<file path="src/rtl/axis_packet_arbiter_if.sv">
// AXI4-Stream bundle. LANES > 1 carries several parallel streams side by side,
// with lane i in tdata[i*DATA_WIDTH +: DATA_WIDTH].
interface axis_packet_arbiter_if #(
    parameter int LANES      = 1,
    parameter int DATA_WIDTH = 112
) ();
    logic [LANES*DATA_WIDTH-1:0] tdata;
    logic [LANES-1:0]            tvalid;
    logic [LANES-1:0]            tlast;
    logic [LANES-1:0]            tready;

    modport master (output tdata, tvalid, tlast, input tready);
    modport slave  (input tdata, tvalid, tlast, output tready);
endinterface

</file>
<file path="src/rtl/axis_packet_arbiter.sv">
// Round-robin packet arbiter: grants whole tlast-delimited packets from NUM_SRC
// sources to one sink, inserts a programmable idle gap, and counts packets.
module axis_packet_arbiter #(
    parameter int NUM_SRC    = 4,
    parameter int DATA_WIDTH = 112,
    parameter int CNTR_WIDTH = 32
) (
    input  logic                  aclk,
    input  logic                  areset,
    input  logic [CNTR_WIDTH-1:0] cfg_data,
    input  logic [NUM_SRC-1:0]    cfg_mask,
    output logic [CNTR_WIDTH-1:0] sts_data,
    output logic [NUM_SRC-1:0]    sts_grant,
    axis_packet_arbiter_if.slave  s_axis,
    axis_packet_arbiter_if.master m_axis
);
    localparam int IDX_W = $clog2(NUM_SRC);

    typedef enum logic [1:0] {ST_IDLE, ST_GRANT, ST_GAP} state_t;

    state_t                  state_reg;
    logic [IDX_W-1:0]        grant_reg;
    logic [IDX_W-1:0]        ptr_reg;
    logic [CNTR_WIDTH-1:0]   gap_reg;
    logic [CNTR_WIDTH-1:0]   pkt_cnt_reg;
    logic [NUM_SRC-1:0]      grant_oh_reg;

    logic [DATA_WIDTH-1:0]   lane_data [NUM_SRC];
    logic [NUM_SRC-1:0]      req;
    logic                    pick_valid;
    logic [IDX_W-1:0]        pick_idx;
    logic [IDX_W-1:0]        cand_idx;
    logic                    in_grant;
    logic                    xfer_last;

    assign in_grant = (state_reg == ST_GRANT);

    genvar gi;
    generate
        for (gi = 0; gi < NUM_SRC; gi++) begin : g_lane
            assign lane_data[gi]      = s_axis.tdata[gi*DATA_WIDTH +: DATA_WIDTH];
            assign s_axis.tready[gi]  = in_grant && (grant_reg == IDX_W'(gi)) && m_axis.tready[0];
        end
    endgenerate

    // Pure pass-through while granted; the sink sees the source's own bubbles.
    assign m_axis.tdata     = in_grant ? lane_data[grant_reg] : '0;
    assign m_axis.tvalid[0] = in_grant && s_axis.tvalid[grant_reg];
    assign m_axis.tlast[0]  = in_grant && s_axis.tlast[grant_reg];
    assign xfer_last        = m_axis.tvalid[0] && m_axis.tready[0] && m_axis.tlast[0];

    assign sts_data  = pkt_cnt_reg;
    assign sts_grant = grant_oh_reg;

    // Scan from the highest offset down so the closest requester above ptr wins.
    always_comb begin
        req        = s_axis.tvalid & cfg_mask;
        pick_valid = 1'b0;
        pick_idx   = '0;
        cand_idx   = '0;
        for (int k = NUM_SRC - 1; k >= 0; k--) begin
            cand_idx = IDX_W'((int'(ptr_reg) + k) % NUM_SRC);
            if (req[cand_idx]) begin
                pick_valid = 1'b1;
                pick_idx   = cand_idx;
            end
        end
    end

    always_ff @(posedge aclk) begin
        if (areset) begin
            state_reg    <= ST_IDLE;
            grant_reg    <= '0;
            ptr_reg      <= '0;
            gap_reg      <= '0;
            pkt_cnt_reg  <= '0;
            grant_oh_reg <= '0;
        end else begin
            case (state_reg)
                ST_IDLE: begin
                    if (pick_valid) begin
                        grant_reg    <= pick_idx;
                        grant_oh_reg <= NUM_SRC'(1) << pick_idx;
                        state_reg    <= ST_GRANT;
                    end
                end
                ST_GRANT: begin
                    if (xfer_last) begin
                        pkt_cnt_reg  <= pkt_cnt_reg + CNTR_WIDTH'(1);
                        ptr_reg      <= (grant_reg == IDX_W'(NUM_SRC - 1)) ? '0 : grant_reg + IDX_W'(1);
                        grant_oh_reg <= '0;
                        if (cfg_data == '0) begin
                            state_reg <= ST_IDLE;
                        end else begin
                            gap_reg   <= cfg_data;
                            state_reg <= ST_GAP;
                        end
                    end
                end
                ST_GAP: begin
                    gap_reg <= gap_reg - CNTR_WIDTH'(1);
                    if (gap_reg == CNTR_WIDTH'(1)) begin
                        state_reg <= ST_IDLE;
                    end
                end
                default: begin
                    state_reg    <= ST_IDLE;
                    grant_oh_reg <= '0;
                end
            endcase
        end
    end
endmodule

</file>
<file path="src/flat_wrapper.sv">
// flat-port wrapper written by rule: the top's interface ports become plain ports
module axis_packet_arbiter_flat 
#(
    parameter int NUM_SRC    = 4,
    parameter int DATA_WIDTH = 112,
    parameter int CNTR_WIDTH = 32
)
  (aclk, areset, cfg_data, cfg_mask, sts_data, sts_grant, s_axis_tdata, s_axis_tvalid, s_axis_tlast, s_axis_tready, m_axis_tdata, m_axis_tvalid, m_axis_tlast, m_axis_tready);
  axis_packet_arbiter_if #(.LANES((4)), .DATA_WIDTH(DATA_WIDTH)) s_axis_i ();
  axis_packet_arbiter_if #(.LANES(1), .DATA_WIDTH(DATA_WIDTH)) m_axis_i ();
  input  logic aclk;
  input  logic areset;
  input  logic [CNTR_WIDTH-1:0] cfg_data;
  input  logic [NUM_SRC-1:0] cfg_mask;
  output logic [CNTR_WIDTH-1:0] sts_data;
  output logic [NUM_SRC-1:0] sts_grant;
  input wire logic [$bits(s_axis_i.tdata)-1:0] s_axis_tdata;
  input wire logic [$bits(s_axis_i.tvalid)-1:0] s_axis_tvalid;
  input wire logic [$bits(s_axis_i.tlast)-1:0] s_axis_tlast;
  output wire logic [$bits(s_axis_i.tready)-1:0] s_axis_tready;
  output wire logic [$bits(m_axis_i.tdata)-1:0] m_axis_tdata;
  output wire logic [$bits(m_axis_i.tvalid)-1:0] m_axis_tvalid;
  output wire logic [$bits(m_axis_i.tlast)-1:0] m_axis_tlast;
  input wire logic [$bits(m_axis_i.tready)-1:0] m_axis_tready;
  assign s_axis_i.tdata = s_axis_tdata;
  assign s_axis_i.tvalid = s_axis_tvalid;
  assign s_axis_i.tlast = s_axis_tlast;
  assign s_axis_tready = s_axis_i.tready;
  assign m_axis_tdata = m_axis_i.tdata;
  assign m_axis_tvalid = m_axis_i.tvalid;
  assign m_axis_tlast = m_axis_i.tlast;
  assign m_axis_i.tready = m_axis_tready;
  axis_packet_arbiter #(.NUM_SRC(NUM_SRC), .DATA_WIDTH(DATA_WIDTH), .CNTR_WIDTH(CNTR_WIDTH)) u_core (.aclk(aclk), .areset(areset), .cfg_data(cfg_data), .cfg_mask(cfg_mask), .sts_data(sts_data), .sts_grant(sts_grant), .s_axis(s_axis_i), .m_axis(m_axis_i));
endmodule
</file>
<file path="config.mk">
export PLATFORM = sky130hd
export DESIGN_NAME = axis_packet_arbiter_flat
export DESIGN_NICKNAME = d
export VERILOG_FILES = /design/src/rtl/axis_packet_arbiter_if.sv /design/src/rtl/axis_packet_arbiter.sv /design/src/flat_wrapper.sv
export SDC_FILE = /design/constraint.sdc
export NUM_CORES = 1
export LEC_CHECK = 0
export ABC_AREA = 0
export ABC_CLOCK_PERIOD_IN_PS = 6200
export BUFFER_PORTS_ARGS = -buffer_cell sky130_fd_sc_hd__buf_2
export CAP_MARGIN = 20
export CORE_AREA = 2 2 249 251
export DETAILED_ROUTE_END_ITERATION = 12
export DIE_AREA = 0 0 251 253
export GPL_TIMING_DRIVEN = 0
export PLACE_DENSITY_LB_ADDON = 0.3
export SYNTH_ARGS = -nofsm -noshare
export SYNTH_HDL_FRONTEND = slang
export SYNTH_SLANG_ARGS = --single-unit
</file>
<file path="constraint.sdc">
create_clock -name aclk -period 6.2 [get_ports aclk]
set_input_delay 1.24 -clock aclk [delete_from_list [all_inputs] [get_ports aclk]]
set_output_delay 1.24 -clock aclk [all_outputs]
set_load 0.02 [all_outputs]
</file>
==> results.ini, run 1 <==
[synthesis]
synth_most_common_cell = and2_1
ys_seq_area_frac = 0.2019
synth_commonest_cells = and2_1, mux4_2, dfxtp_1
async_flop_share = 0
synth_mux_area_frac = 0.3527
syn_area_um2 = 7336
synth-simple-area-share = 0.2564
synth_xor_area_frac = 0.03104
synth_warnings = 0
syn_inst = 737
syn-mean-instance-area_um2 = 9.954
synth_top_area_share = 0.3500
synth_fa_ha_area_frac = 0.01194
synth_compound_area_frac = 0.09841
synth_top_area_cell = mux4_2
ys_types = 58
synth_edf_count = 0
synth_seq_cells = 74
synth_ff_type = dfxtp_1
syn_nets = 1239
synth.area.top_cells = mux4_2, dfxtp_1, and2_1
synth_top_family_by_area = multiplexers

[finish]
n_fill_cell = 6900
syn_to_final_growth_pct = 62.34
layout-drive-gt1-share = 0.5796
fin_nets = 1898

[setup_path]
cpMaxStageDelayCell = buf_1
critPathKind = reg2out
cpPeakStageDelay_ns = 0.63
path_max_fanout = 10
cp-start-kind = register
cp.required_ns = 4.96
cp_data_arrival_time_ns = 3.32
path_cells = buf_2 > buf_1 > buf_1 > mux4_2 > and2_1 > buf_2
rrSetupSlack_ns = 3.32
end_kind = primary output

[pwr]
ir_drop_mv = 0.1114
p_leak_uw = 0.005217
powerDensity_nw_per_um2 = 160.6

[clocking]
clk_pin_slew_worst_paths_ns = 0.07
cts_root_buf = clkbuf_16
clockBufferDepth = 2
htreeDepth = 3
clock_sinks = 74
insertion_delay_ns = 0.35
post_cts_buffers = 0
cts_resized = 0
postCtsHoldBufs = 0
cts_tree = built
cts_inserted_buffers = 9

[sta]
hold_viol = 0
whs_ns = 0.4618
slew_violations = 0
relSlewSlack = 0.3195
period_share = 0.7355
finClkSkew_ns = 0.01493
worstMarginPinSlew_ns = 1.019
fmax_mhz = 219.3
setup_viol = 0
period_needed_ns = 4.560
rsz0062_at_grt = no
fin_setup_tns_ns = 0

[floorplan]
initial_core_util = 0.1202
die-area_um2 = 63500
die_x_um = 251
fp.coreArea_um2 = 61030
rows = 91
die_y_um = 253
top_level_ports = 649

[global_routing]
grt_use_met1 = 0.2195
grt_pass1_vias = 9494
grt_pass1_wl_um = 82830
antenna_found_initial = 83
grtUsageMet3 = 0.08450
grt_max_degree = 15
busiest_layer = met2
met2_usage = 0.3165
gr-total-overflow = 0
grtUsageTotal = 0.1907

[route]
ant_nets = 0
via_per_inst = 4.442
route.detailed.drc = 0
wl_um = 63980
drt-wirelength-per-cell_um = 28.92
vias = 9825
firstDrtPassIters = 5
drt-initial-drc-count = 723

[job]
drv_cap = 0

[placement]
hpwl_um = 57700
numPortBuffers = 648
gp_congestion = 0.9602

[status]
status = finished, final reports clean

[worst_hold_path]
hold_path_class = reg2reg

==> power by group <==
part	total, uW	leakage [uW]	internal (uW)	switching [uW]
clock	515	0.000135	286	229
sequential	504	0.000598	490	13.6
combinational	894	0.00448	396	498
==> metal layers <==
metal,routed length (um),part of all wire
met1,24100,0.38
met2,30320,0.47
met3,7290,0.11
met4,1887,0.029
met5,384,0.0060
==> per-stage QoR <==
stage               total power, uW  std cells  utilization  setup WS, ns  instance area, um2
floorplan                     991.3        737            -         2.996                7336
global placement               1401       2175       0.1895         1.854               11570
detailed placement             1406       2175       0.1895         1.880               11570
CTS                            1925       2191       0.1943         1.506               11860
global route                   2009       2204       0.1948         1.476               11890
finish                         1913       2212       0.1951         1.640               11910
==> layout by cell type, fill, tap and decap left out, types with 9 or more instances in the layout <==
cell type,n
xor2_1,22
a21oi_1,42
inv_1,12
a22oi_1,10
nor3_1,16
and3_1,11
clkbuf_16,9
nand2_1,34
and2_1,124
nand3_1,30
clkbuf_1,42
mux4_2,114
nor4_1,13
nor2_1,40
buf_2,666
nand4_1,18
diode_2,21
dfxtp_1,74
==> path summary, 6_finish.rpt <==
check                                          from                  end  depth (start not counted)
worst max register to register    u_core.gap_reg[0]   u_core.gap_reg[14]                          8
worst max-delay path            u_core.grant_reg[1]     m_axis_tdata[78]                          6
worst min-delay path            u_core.sts_grant[1]  u_core.sts_grant[1]                          2
worst min register to register  u_core.sts_grant[1]  u_core.sts_grant[1]                          2
==> cells by family (layout without fill, tap and decap cells) <==
family                     count (synthesis)  after routing
and+or+nand+nor                          327            327
muxes                                    116            116
AOI/OAI and AO/OA                        108            108
buffers and inverters                     79            743
DFF                                       74             74
xor gates and xnor gates                  26             26
adders and majority gates                  7              7
other                                      0             21
==> critical path: cells and delay by family, from the launching register on <==
family | cells | cell delay (ns)
muxes | 1 | 0.46
buffers and inverters | 4 | 1.87
DFF | 1 | 0.37
and+or+nand+nor | 1 | 0.26
==> cell type report <==
type	instances	area [um2]	area share
flip-flops and latches	74	1481	0.1244
multi-input cells	584	5505	0.4623
clock buffers	10	239.0	0.02007
clock inverters	6	50.05	0.004203
inverters	12	45.04	0.003782
well taps	790	988.4	0.08300
diodes	21	52.55	0.004413
plain buffers	67	304.0	0.02553
repair buffers	648	3243	0.2723
No activity file was read; power rests on OpenSTA's default activity.
==> inputs of run 2 (changes only) <==
Settings changed: ABC_AREA 0 to 1, ABC_CLOCK_PERIOD_IN_PS 6200 to 4400, CORE_AREA 2 2 249 251 to 2 2 250 252, DIE_AREA 0 0 251 253 to 0 0 252 254.
Clock period 6.2 ns to 4.4 ns, I/O delays scaled along.
==> results.ini, run 2 <==
[global_routing]
antenna_found_initial = 54  ; was 83
grt_use_met1 = 0.2694  ; was 0.2195
busiest_layer = met2  ; unchanged
met2_usage = 0.3130  ; was 0.3165
grt_pass1_vias = 13600  ; was 9494
grt_pass1_wl_um = 97380  ; was 82830 um
grtUsageTotal = 0.2092  ; was 0.1907
gr-total-overflow = 0  ; unchanged
grt_max_degree = 15  ; unchanged
grtUsageMet3 = 0.09751  ; was 0.08450

[sta]
slew_violations = 0  ; unchanged
period_needed_ns = 4.118
finClkSkew_ns = 0.009088  ; was 0.01493 ns
worstMarginPinSlew_ns = 0.9543  ; was 1.019 ns
fmax_mhz = 242.9
rsz0062_at_grt = no  ; unchanged
relSlewSlack = 0.3638  ; was 0.3195
hold_viol = 0  ; unchanged
setup_ws_ns = 0.2822  ; was 1.640 ns
fin_setup_tns_ns = 0  ; unchanged
setup_viol = 0  ; unchanged
period_share = 0.9359

[synthesis]
ys_types = 32  ; was 58
syn-mean-instance-area_um2 = 4.992  ; was 9.954 um2
synth_most_common_cell = nor2_1  ; was and2_1
syn_nets = 2266  ; was 1239
synth_warnings = 0  ; unchanged
ys_seq_area_frac = 0.1682  ; was 0.2019
synth_seq_cells = 74  ; unchanged
synth_ff_type = dfxtp_1  ; unchanged
synth_top_area_share = 0.2681  ; was 0.3500
syn_inst = 1764  ; was 737
async_flop_share = 0  ; unchanged
synth_top_area_cell = nor2_1  ; was mux4_2
synth_edf_count = 0  ; unchanged
synth.area.top_cells = nor2_1, dfxtp_1, o21ai_0  ; was mux4_2, dfxtp_1, and2_1
synth_commonest_cells = nor2_1, nand2_1, o21ai_0  ; was and2_1, mux4_2, dfxtp_1
syn_area_um2 = 8806  ; was 7336 um2

[status]
status = finished, final reports clean  ; unchanged

[worst_hold_path]
hold_path_class = reg2reg  ; unchanged
holdPathEnd = u_core.sts_data[12]  ; was u_core.sts_grant[1]
worstHoldStart = u_core.sts_data[12]  ; was u_core.sts_grant[1]
min_path_cells = 2  ; unchanged

[clocking]
htreeDepth = 3  ; unchanged
cts_inserted_buffers = 9  ; unchanged
clockBufferDepth = 2  ; unchanged
postCtsHoldBufs = 0  ; unchanged
cts_root_buf = clkbuf_16  ; unchanged
cts_resized = 0  ; unchanged
insertion_delay_ns = 0.35  ; about the same
cts_tree = built  ; unchanged
post_cts_buffers = 0  ; unchanged
clock_sinks = 74  ; unchanged
clk_pin_slew_worst_paths_ns = 0.07  ; about the same

[pwr]
p_leak_uw = 0.006582  ; was 0.005217 uW
powerDensity_nw_per_um2 = 331.3  ; was 160.6 nW/um2
ir_drop_mv = 0.1772  ; was 0.1114 mV

[finish]
syn_to_final_growth_pct = 51.90  ; was 62.34%
fin_nets = 2925  ; was 1898
multi_input_area_um2 = 6600  ; was 5505 um2
regArea_um2 = 1481  ; unchanged
n_fill_cell = 7396  ; was 6900
layout_common_cells = buf_2, nor2_1, nand2_1  ; was buf_2, and2_1, mux4_2
final_common_cell = buf_2  ; unchanged
layout-drive-gt1-share = 0.2842  ; was 0.5796

[floorplan]
top_level_ports = 649  ; unchanged
die_x_um = 252  ; was 251 um
rows = 91  ; unchanged
die_y_um = 254  ; was 253 um
initial_core_util = 0.1438  ; was 0.1202
die-area_um2 = 64010  ; was 63500 um2
fp.coreArea_um2 = 61260  ; was 61030 um2

[route]
wl_um = 71510  ; was 63980 um
drt-initial-drc-count = 1179  ; was 723
via_per_inst = 4.528  ; was 4.442
ant_nets = 0  ; unchanged
vias = 14660  ; was 9825
drt-wirelength-per-cell_um = 22.09  ; was 28.92 um
route.detailed.drc = 0  ; unchanged
firstDrtPassIters = 5  ; unchanged

[setup_path]
reg2reg_depth = 7  ; was 8
worst_r2r_startpoint = u_core.grant_reg[0]  ; was u_core.gap_reg[0]
path_max_fanout = 11  ; was 10
end_kind = primary output  ; unchanged
cp-start-kind = register  ; unchanged
cpMaxStageDelayCell = clkbuf_1  ; was buf_1
path_cells = buf_4 > clkbuf_1 > clkbuf_1 > nor2_1 > nor2_1 > o21ai_0 > a21oi_1 > buf_2  ; was buf_2 > buf_1 > buf_1 > mux4_2 > and2_1 > buf_2
cp_data_arrival_time_ns = 3.24  ; was 3.32 ns
rrSetupSlack_ns = 1.76  ; was 3.32 ns
cpPeakStageDelay_ns = 0.66  ; was 0.63 ns
timing.rr.end = u_core.ptr_reg[1]  ; was u_core.gap_reg[14]
critPathKind = reg2out  ; unchanged
cp.required_ns = 3.52  ; was 4.96 ns

[placement]
numPortBuffers = 647  ; was 648
hpwl_um = 61130  ; was 57700 um
place_ws_ns = 0.6217  ; was 1.880 ns
gp_congestion = 0.9493  ; was 0.9602

[job]
drv_cap = 0  ; unchanged

==> run 2: cell types whose count changed after synthesis, sizes merged, moves of 114 or more <==
| cell | before | now |
|---|---|---|
| nand2 | 34 | 290 |
| nor2 | 40 | 632 |
| and2 | 125 | 2 |
| o21ai | 9 | 272 |
| mux4 | 114 | 0 |
| a21oi | 42 | 164 |
==> run 2: layer usage <==
metal / share of wire / wire length [um] / vias up
li1: - / - / 7064
met1: 0.42 / 29790 / 6676
met2: 0.42 / 30320 / 732
met3: 0.14 / 9663 / 146
met4: 0.021 / 1501 / 40
met5: 0.0032 / 231 / -
==> run 2: where the power goes <==
part	switching, uW	total [uW]	internal, uW
clock	334	720	386
sequential	87.2	828	741
combinational	2010	2880	872
total	2430	4430	2000
==> run 2: worst max-delay path, delay by kind of cell, from the launching register on <==
family / cells / cell delay [ns]
buf+inv: 4 / 1.65
simple gates: 2 / 0.47
flops: 1 / 0.44
compound gates: 2 / 0.31
==> run 2: cells by family (layout without fill, tap and decap cells) <==
group,count (synthesis),in the layout,synth area share
other,0,19,0
buffers and inverters,187,851,0.08227
AOI/OAI and AO/OA,449,449,0.2589
adders and majority gates,7,7,0.009946
xor gates and xnor gates,24,24,0.02387
DFF,74,74,0.1682
and+or+nand+nor,1023,1023,0.4568
==> run 2: layout make-up <==
cell class,count,area share
Multi-Input combinational cell,1503,0.4934
Timing Repair Buffer,648,0.2432
Sequential cell,74,0.1107
Tap cell,790,0.07389
Buffer,113,0.03339
Inverter,74,0.02077
Clock buffer,9,0.01684
Clock inverter,7,0.004209
Antenna cell,19,0.003554
==> run 2: worst max path at each step <==
stage          slack, ns  cells after the start          endpoint                 from
2_1_floorplan       1.83                      7  m_axis_tdata[63]  u_core.grant_reg[0]
3_3_place_gp        0.62                      8  m_axis_tdata[24]  u_core.grant_reg[0]
3_5_place_dp        0.62                      8  m_axis_tdata[24]  u_core.grant_reg[0]
4_1_cts             0.24                      8  m_axis_tdata[24]  u_core.grant_reg[0]
5_1_grt             0.05                      8  m_axis_tdata[24]  u_core.grant_reg[0]
6_report            0.28                      8  m_axis_tdata[84]  u_core.grant_reg[0]
==> run 2: metrics by stage <==
step / utilization / area [um2] / cells / power, uW / hold WS, ns
6_report: 0.2184 / 13380 / 3237 / 4432 / 0.5070
5_1_grt: 0.2180 / 13360 / 3229 / 4782 / 0.5185
4_1_cts: 0.2176 / 13330 / 3218 / 4418 / 0.5104
3_5_place_dp: 0.2130 / 13050 / 3202 / 3688 / 0.4924
3_3_place_gp: 0.2128 / 13030 / 3201 / 3690 / 0.4944
2_1_floorplan: - / 8806 / 1764 / 2509 / 0.4682
==> inputs of run 3 (changes only) <==
Settings changed: ABC_CLOCK_PERIOD_IN_PS 4400 to 3390, CORE_AREA 2 2 250 252 to 2 2 255 257, DIE_AREA 0 0 252 254 to 0 0 257 259.
Clock period 4.4 ns to 3.39 ns, I/O delays scaled along.
==> results.ini, run 3 (same netlist as run 2, synthesis figures left out) <==
[finish]
layout-drive-gt1-share = 0.2953  ; was 0.2842
instances_no_fill = 3296  ; was 3237
syn_to_final_growth_pct = 52.91  ; was 51.90%
n_fill_cell = 7679  ; was 7396
layout_common_cells = buf_2, nor2_1, nand2_1  ; unchanged
fin_nets = 2923  ; was 2925
final_common_cell = buf_2  ; unchanged
final_core_util = 0.2108  ; was 0.2184

[worst_hold_path]
hold_path_class = reg2reg  ; unchanged

[setup_path]
cp.required_ns = 2.71  ; was 3.52 ns
end_kind = primary output  ; unchanged
timing.rr.end = u_core.gap_reg[8]  ; was u_core.ptr_reg[1]
critical_path.endpoint = m_axis_tdata[93]  ; was m_axis_tdata[84]
path_max_fanout = 10  ; was 11
critPathKind = reg2out  ; unchanged
path_cells = buf_4 > clkbuf_2 > buf_2 > nor2_1 > nor2_1 > o21ai_0 > a21oi_1 > buf_2  ; was buf_4 > clkbuf_1 > clkbuf_1 > nor2_1 > nor2_1 > o21ai_0 > a21oi_1 > buf_2
cpMaxStageDelayCell = dfxtp_1  ; was clkbuf_1
reg2reg_depth = 12  ; was 7
cp-start-kind = register  ; unchanged
cpPeakStageDelay_ns = 0.42  ; was 0.66 ns
worst_r2r_startpoint = u_core.state_reg[0]  ; was u_core.grant_reg[0]
cp_data_arrival_time_ns = 2.69  ; was 3.24 ns
rrSetupSlack_ns = 0.86  ; was 1.76 ns
worstSetupStartpoint = u_core.grant_reg[0]  ; unchanged

[clocking]
postCtsHoldBufs = 0  ; unchanged
cts_tree = built  ; unchanged
post_cts_buffers = 0  ; unchanged
cts_inserted_buffers = 9  ; unchanged
clk_pin_slew_worst_paths_ns = 0.06  ; was 0.07 ns
cts_root_buf = clkbuf_16  ; unchanged
clock_sinks = 74  ; unchanged
clockBufferDepth = 2  ; unchanged
insertion_delay_ns = 0.36  ; was 0.35 ns
htreeDepth = 3  ; unchanged

[route]
routed.top_layer = met5  ; unchanged
via_per_inst = 4.434  ; was 4.528
drt-met1-wl_um = 28910  ; was 29790 um
routed-wl-met3_um = 11130  ; was 9663 um
wl_um = 72300  ; was 71510 um
ant_nets = 0  ; unchanged
drt-initial-drc-count = 1197  ; was 1179
firstDrtPassIters = 5  ; unchanged
route.detailed.drc = 0  ; unchanged
wl_met2_um = 30170  ; was 30320 um
drt-wirelength-per-cell_um = 21.93  ; was 22.09 um
vias = 14610  ; was 14.66k

[pwr]
ir_drop_mv = 0.1984  ; was 0.1772 mV
p_leak_uw = 0.006667  ; was 0.006582 uW
power_uw = 5729  ; was 4432 uW
powerDensity_nw_per_um2 = 425.4  ; was 331.3 nW/um2

[sta]
slew_violations = 0  ; unchanged
period_needed_ns = 3.371
setup_viol = 0  ; unchanged
relSlewSlack = 0.5032  ; was 0.3638
period_share = 0.9945
finClkSkew_ns = 0.01264  ; was 0.009088 ns
worstMarginPinSlew_ns = 0.7452  ; was 0.9543 ns
fmax_mhz = 296.6
fin_setup_tns_ns = 0  ; unchanged
hold_viol = 0  ; unchanged
rsz0062_at_grt = no  ; unchanged

[placement]
hpwl_um = 62930  ; was 61130 um
gp_congestion = 1.007  ; was 0.9493
numPortBuffers = 647  ; unchanged
dp_cells = 3266  ; was 3202

[global_routing]
antenna_found_initial = 66  ; was 54
grtUsageTotal = 0.2047  ; was 0.2092
gr-total-overflow = 0  ; unchanged
grt_pass1_vias = 13730  ; was 13.60k
grt_max_degree = 20  ; was 15
grt_pass1_wl_um = 99220  ; was 97380 um

[job]
drv_cap = 0  ; unchanged

[floorplan]
rows = 93  ; was 91
die-area_um2 = 66560  ; was 64010 um2
die_x_um = 257  ; was 252 um
die_y_um = 259  ; was 254 um
fp.coreArea_um2 = 63880  ; was 61260 um2
top_level_ports = 649  ; unchanged
initial_core_util = 0.1378  ; was 0.1438

[status]
status = finished, final reports clean  ; unchanged

==> run 3: cell count changes in the layout (fill, tap and decap cells not counted), sizes merged <==
cell      previous run  this run
diode               19        16
clkbuf              92        94
clkinvlp             1         0
clkinv               6         3
buf                678       677
==> run 3: cell type report <==
type                    count  area (um2)  share of cell area
inverters                  74       277.8             0.02063
plain buffers             112       486.7             0.03615
clock buffers              12       256.5             0.01905
flip-flops and latches     74        1481              0.1100
diodes                     16       40.04            0.002973
repair buffers            647        3238              0.2405
multi-input cells        1503        6600              0.4902
well taps                 855        1070             0.07945
clock inverters             3       15.01            0.001115
==> run 3: metal layers <==
| metal | global-route usage | vias to the layer above |
|---|---|---|
| li1 | - | 7046 |
| met1 | 0.2557 | 6638 |
| met2 | 0.3041 | 720 |
| met3 | 0.1140 | 146 |
| met4 | 0.04700 | 64 |
| met5 | 0 | - |
==> run 3: power breakdown <==
group,internal [uW],switching (uW)
clock,528,396
combinational,1140,2590
sequential,962,110
==> run 3: how the worst min path moves through the flow <==
| stage | startpoint | to | slack, ns | cells after the start |
|---|---|---|---|---|
| final | u_core.sts_grant[1] | u_core.sts_grant[1] | 0.47 | 2 |
| after global placement | u_core.sts_grant[1] | u_core.sts_grant[1] | 0.46 | 2 |
| after CTS | u_core.sts_grant[1] | u_core.sts_grant[1] | 0.47 | 2 |
| after global routing | u_core.sts_grant[1] | u_core.sts_grant[1] | 0.50 | 2 |
| after detailed placement | u_core.sts_grant[3] | u_core.sts_grant[3] | 0.46 | 2 |
| after floorplan | u_core.gap_reg[31] | u_core.gap_reg[31] | 0.47 | 2 |
==> run 3: timing repair <==
action / 4_1_cts / 5_1_grt
pin swaps: 0 / 0
gates resized for setup: 19 / 27
setup endpoints to repair: 114 / 43
==> run 3: stage by stage <==
stage	worst slack, ns	hold slack [ns]	instance area, um2
finish	0.01877	0.4652	13470
global route	0.002630	0.5038	13450
CTS	0.03487	0.4712	13410
detailed placement	-0.2189	0.4596	13110
global placement	-0.2441	0.4556	13110
floorplan	1.019	0.4682	8806
==> run 3: worst max-delay path: cells and delay by family, from the launching register on <==
| kind | cells | cell delay (ns) |
|---|---|---|
| AO/OA/AOI/OAI | 2 | 0.45 |
| buffers and inverters | 4 | 1.21 |
| flip-flops | 1 | 0.42 |
| AND/OR/NAND/NOR | 2 | 0.22 |
